`config.mk`:
```
export PLATFORM = sky130hd
export DESIGN_NAME = cmult_arbiter
export DESIGN_NICKNAME = d
export VERILOG_FILES = /design/src/rtl/cmult_arbiter.sv
export SDC_FILE = /design/constraint.sdc
export NUM_CORES = 1
export LEC_CHECK = 0
export CORE_AREA = 2 2 109 111
export DETAILED_ROUTE_END_ITERATION = 7
export DIE_AREA = 0 0 111 113
export GPL_ROUTABILITY_DRIVEN = 0
export PLACE_DENSITY = 0.64
export SLEW_MARGIN = 20
export SYNTH_ARGS = -nofsm -noshare
export SYNTH_HDL_FRONTEND = slang
export SYNTH_SLANG_ARGS = --single-unit
```
`constraint.sdc`:
```
create_clock -name i_clk -period 1.7 [get_ports i_clk]
set_clock_uncertainty 0.05 [all_clocks]
set_input_delay 0.255 -clock i_clk [delete_from_list [all_inputs] [get_ports i_clk]]
set_output_delay 0.255 -clock i_clk [all_outputs]
set_load 0.005 [all_outputs]
```
`src/rtl/cmult_arbiter.sv`:
```
// Two-requester arbiter in front of one shared complex multiplier, with result routing by requester id.
// Optional per-requester grant counters are enabled with `define CMULT_ARB_STATS_EN.
module cmult_arbiter #(
    parameter int NB_INPUT  = 17,
    parameter int NB_OUTPUT = 17,
    parameter int MULT_LAT  = 1,
    parameter int ARB_MODE  = 0
) (
    input  logic                        i_clk,
    input  logic                        i_rst,
    input  logic [1:0]                  i_valid,
    output logic [1:0]                  o_ready,
    input  logic signed [NB_INPUT-1:0]  i_real_A0,
    input  logic signed [NB_INPUT-1:0]  i_imag_A0,
    input  logic signed [NB_INPUT-1:0]  i_real_B0,
    input  logic signed [NB_INPUT-1:0]  i_imag_B0,
    input  logic signed [NB_INPUT-1:0]  i_real_A1,
    input  logic signed [NB_INPUT-1:0]  i_imag_A1,
    input  logic signed [NB_INPUT-1:0]  i_real_B1,
    input  logic signed [NB_INPUT-1:0]  i_imag_B1,
    output logic signed [NB_INPUT-1:0]  o_mult_real_A,
    output logic signed [NB_INPUT-1:0]  o_mult_imag_A,
    output logic signed [NB_INPUT-1:0]  o_mult_real_B,
    output logic signed [NB_INPUT-1:0]  o_mult_imag_B,
    input  logic signed [NB_OUTPUT-1:0] i_mult_real,
    input  logic signed [NB_OUTPUT-1:0] i_mult_imag,
    output logic signed [NB_OUTPUT-1:0] o_res_real,
    output logic signed [NB_OUTPUT-1:0] o_res_imag,
    output logic [1:0]                  o_res_valid
`ifdef CMULT_ARB_STATS_EN
    ,
    output logic [15:0]                 o_grant_cnt0,
    output logic [15:0]                 o_grant_cnt1
`endif
);

    // Pipeline depth kept inside the legal latency range so the shift registers stay well formed.
    localparam int unsigned PIPE_D = (MULT_LAT < 1) ? 1 : ((MULT_LAT > 4) ? 4 : MULT_LAT);

    typedef enum logic {
        PTR_REQ0 = 1'b0,
        PTR_REQ1 = 1'b1
    } ptr_e;

    ptr_e              ptr_q, ptr_d;
    logic [PIPE_D-1:0] vld_q, vld_d;
    logic [PIPE_D-1:0] id_q, id_d;
    logic [1:0]        gnt_c;
    logic              xfer_c;

    // Grant: single requester always wins; on conflict the pointer (or requester 0) decides.
    always_comb begin
        gnt_c = 2'b00;
        if (!i_rst) begin
            case (i_valid)
                2'b01:   gnt_c = 2'b01;
                2'b10:   gnt_c = 2'b10;
                2'b11:   gnt_c = (ARB_MODE == 1 || ptr_q == PTR_REQ0) ? 2'b01 : 2'b10;
                default: gnt_c = 2'b00;
            endcase
        end
    end

    assign o_ready = gnt_c;
    assign xfer_c  = |gnt_c;

    // Operand mux toward the shared multiplier; idle cycles present zeros.
    always_comb begin
        o_mult_real_A = '0;
        o_mult_imag_A = '0;
        o_mult_real_B = '0;
        o_mult_imag_B = '0;
        if (gnt_c[0]) begin
            o_mult_real_A = i_real_A0;
            o_mult_imag_A = i_imag_A0;
            o_mult_real_B = i_real_B0;
            o_mult_imag_B = i_imag_B0;
        end else if (gnt_c[1]) begin
            o_mult_real_A = i_real_A1;
            o_mult_imag_A = i_imag_A1;
            o_mult_real_B = i_real_B1;
            o_mult_imag_B = i_imag_B1;
        end
    end

    // Next state: pointer hands priority to the other requester; valid/id tags shift with the multiplier.
    always_comb begin
        ptr_d = ptr_q;
        vld_d = PIPE_D'({vld_q, xfer_c});
        id_d  = PIPE_D'({id_q, gnt_c[1]});
        if (ARB_MODE == 0 && xfer_c) begin
            ptr_d = gnt_c[1] ? PTR_REQ0 : PTR_REQ1;
        end
    end

    always_ff @(posedge i_clk) begin
        if (i_rst) begin
            ptr_q <= PTR_REQ0;
            vld_q <= '0;
            id_q  <= '0;
        end else begin
            ptr_q <= ptr_d;
            vld_q <= vld_d;
            id_q  <= id_d;
        end
    end

    // Result routing: the tag leaving the pipeline names the owner of the multiplier output.
    always_comb begin
        o_res_valid = 2'b00;
        if (!i_rst && vld_q[PIPE_D-1]) begin
            o_res_valid = id_q[PIPE_D-1] ? 2'b10 : 2'b01;
        end
    end

    assign o_res_real = i_mult_real;
    assign o_res_imag = i_mult_imag;

`ifdef CMULT_ARB_STATS_EN
    logic [15:0] cnt0_q, cnt0_d;
    logic [15:0] cnt1_q, cnt1_d;

    // Saturating per-requester transfer counters.
    always_comb begin
        cnt0_d = cnt0_q;
        cnt1_d = cnt1_q;
        if (gnt_c[0] && cnt0_q != 16'hFFFF) begin
            cnt0_d = cnt0_q + 16'd1;
        end
        if (gnt_c[1] && cnt1_q != 16'hFFFF) begin
            cnt1_d = cnt1_q + 16'd1;
        end
    end

    always_ff @(posedge i_clk) begin
        if (i_rst) begin
            cnt0_q <= '0;
            cnt1_q <= '0;
        end else begin
            cnt0_q <= cnt0_d;
            cnt1_q <= cnt1_d;
        end
    end

    assign o_grant_cnt0 = cnt0_q;
    assign o_grant_cnt1 = cnt1_q;
`endif

endmodule

```
==> results.toml <==
[global_route]
grt_max_degree = 38
grtUsageMet1_pct = 15.7
grt_pass1_wl_um = 14600
antenna_found_initial = 0
gr-total-overflow = 0
grt_pass1_vias = 2592
use_met2_pct = 27.7
grtUsageMet3_pct = 2.79
busiest_layer = "met2"
grtUsageTotal_pct = 14.7

[drt]
vias_per_cell = 4.62
vias = 2559
drc = 0
dr.pass1.iters = 4
postRouteAntennaNets = 0
wl_per_cell_um = 18.0
drtIter0Drc = 105
drt-total-wl_um = 10000

[setup_path]
cp_data_required_time_ps = 1390
crit_arrival_ps = 1510
cp-start-kind = "flop"
cp-end-kind = "output pin"
cp_max_fo = 5
max_stage_delay_ps = 340
crit_type = "flop to output pin"
cp_num_buf_inv = 4
path_cells = "nand2b_4 -> buf_12 -> buf_12 -> buf_12 -> a32oi_2 -> nor2_1 -> buf_2"
cp_slowest_cell = "dfxtp_4"
cp_common_cell = "buf_12"
critical-path-top-delay-family = "buffers and inverters"

[yosys]
synth-main-ff-cell = "dfxtp_1"
yosys.area.top_type_share_pct = 42.9
async_reset_ff_share_pct = 0
synthSimpleGateAreaFrac_pct = 22.3
synth_common_cells = "nor2_1 (72), a32oi_1 (68), buf_4 (35)"
synth_warnings = 0
synth_seq_area_share_pct = 4.32
synth_edf_count = 0
synth_compound_area_share_pct = 44.6
netlist_area_um2 = 1390
synth_most_common_cell = "nor2_1"
synthAdderAreaFrac_pct = 0
synth_mux_area_share_pct = 0
synth_largest_area_cell = "a32oi_1"
syn_inst = 216
synthXorXnorAreaFrac_pct = 0
synth_area_leaders = "a32oi_1 (43%), nor2_1 (19%), buf_4 (19%), buf_2 (5.0%), dfxtp_1 (4.3%)"
syn_nets = 390
synth-seq-cells = 3
avgSynthCellArea_um2 = 6.43
synth_top_family_by_area = "compound AO/OA/AOI/OAI gates"
yosysUniqueCellTypes = 14

[floorplan]
die_width_um = 111
ios = 280
core_um2 = 11300
die_y_um = 113
rows = 39
start_util_pct = 12.3
dieArea_um2 = 12500

[clock_tree]
insertion_delay_ps = 220
clock_sinks = 3
cts.clk_slew.worst_paths_ps = 30
clk_path_buf_depth = 2
cts_tree = "yes"
htree_levels = 1
cts-root-buf = "clkbuf_16"
cts_made_buffers = 3

[pwr]
total_power_mw = 1.55
peakVddDrop_mv = 0.315
power.density_nw_per_um2 = 391
leakage_nw = 1.64

[worst_hold_path]
hold_path_class = "input pin to flop"

[sta]
min_period_ps = 1820
worst_slack_ps = -118
timing.setup.tns_ps = -1950
report.final.slew_viol_count = 0
fmaxAchievable_mhz = 550
grt_setup_unrepaired = "yes"
finalHoldViolCount = 0
fin_hold_ws_ps = 307
fin_crit_sh_pct = 107
tightest_slew_ps = 483
setup_viol_count_final = 50
slew_headroom_pct = 67.8

[cells_and_area]
nets = 586
final_util_pct = 35.0
layout-drive-gt1-share_pct = 37.0
area_growth_pct = 184
num_antenna_cells = 0
final_area_um2 = 3950
fillers = 1195

[run_status]
violations = "negative setup slack"
outcome = "finished, violations left"

[place]
dp_hpwl_um = 6220
port_buffers = 211
placed_area_um2 = 3450

[job]
maxCapViolations = 0
==> placed cells by master, fill, tap and decap left out, drive strengths merged <==
cell and instances:
a21oi 1, and3b 1, nor3b 1, clkdlybuf4s15 1, nand2b 2, dfxtp 3
nor2b 1, clkbuf 7, a32oi 68, nand2 1, a21boi 1, nor2 72
buf 114, clkdlybuf4s50 138
==> worst paths after layout <==
| path | depth (start not counted) | slack (ps) | to | from |
|---|---|---|---|---|
| setup / recovery | 7 | -120 | o_mult_imag_A[11] | ptr_q$_SDFFE_PP0P_ |
| setup reg to reg | 6 | 520 | id_q$_SDFF_PP0_ | ptr_q$_SDFFE_PP0P_ |
| hold reg to reg | 2 | 460 | ptr_q$_SDFFE_PP0P_ | ptr_q$_SDFFE_PP0P_ |
| hold / removal | 2 | 310 | vld_q$_SDFF_PP0_ | i_rst |
==> report_power, final <==
| part | internal [mW] | leakage (nW) | total [mW] | switching [mW] |
|---|---|---|---|---|
| Sequential | 0.0753 | 0.0256 | 0.0787 | 0.00343 |
| Combinational | 0.681 | 1.57 | 1.09 | 0.410 |
| Clock | 0.310 | 0.0382 | 0.377 | 0.0669 |
| Total | 1.07 | 1.64 | 1.55 | 0.480 |
==> logic make-up (layout without fill, tap and decap cells) <==
kind of cell	after synthesis	count (layout)
simple gates	78	78
flops	3	3
buf+inv	65	260
compound gates	70	70
==> state kept, by name, indices dropped and copies added, names as in the netlist <==
signal / cells
vld_q: 1
ptr_q: 1
id_q: 1
==> metrics by stage <==
step / instances / setup WS [ps]
floorplan: 216 / 341
global placement: 517 / -579
finish: 554 / -118
global route: 554 / -189
CTS: 555 / -194
detailed placement: 517 / -615
==> per-layer routing <==
layer | vias to the layer above | share of wire, %
li1 | 1190 | -
met1 | 1191 | 38
met2 | 135 | 52
met3 | 43 | 7.1
met4 | 0 | 3.3
met5 | - | 0
==> area by class of cell <==
class | count | area [µm²] | area share [%]
multi-input cells | 148 | 1150 | 29.0
repair buffers | 256 | 2480 | 62.8
clock buffers | 4 | 78.8 | 2.00
flip-flops and latches | 3 | 63.8 | 1.62
well taps | 143 | 179 | 4.53
==> timing repair <==
action | CTS | global route
gates resized for setup | 295 | 51
pin swaps | 90 | 60
hold buffers | 0 | 0
endpoints found under the setup margin | 70 | 70
cloned | 11 | 0
buffers inserted | 23 | 6
Power figures use the tool's default switching activity.
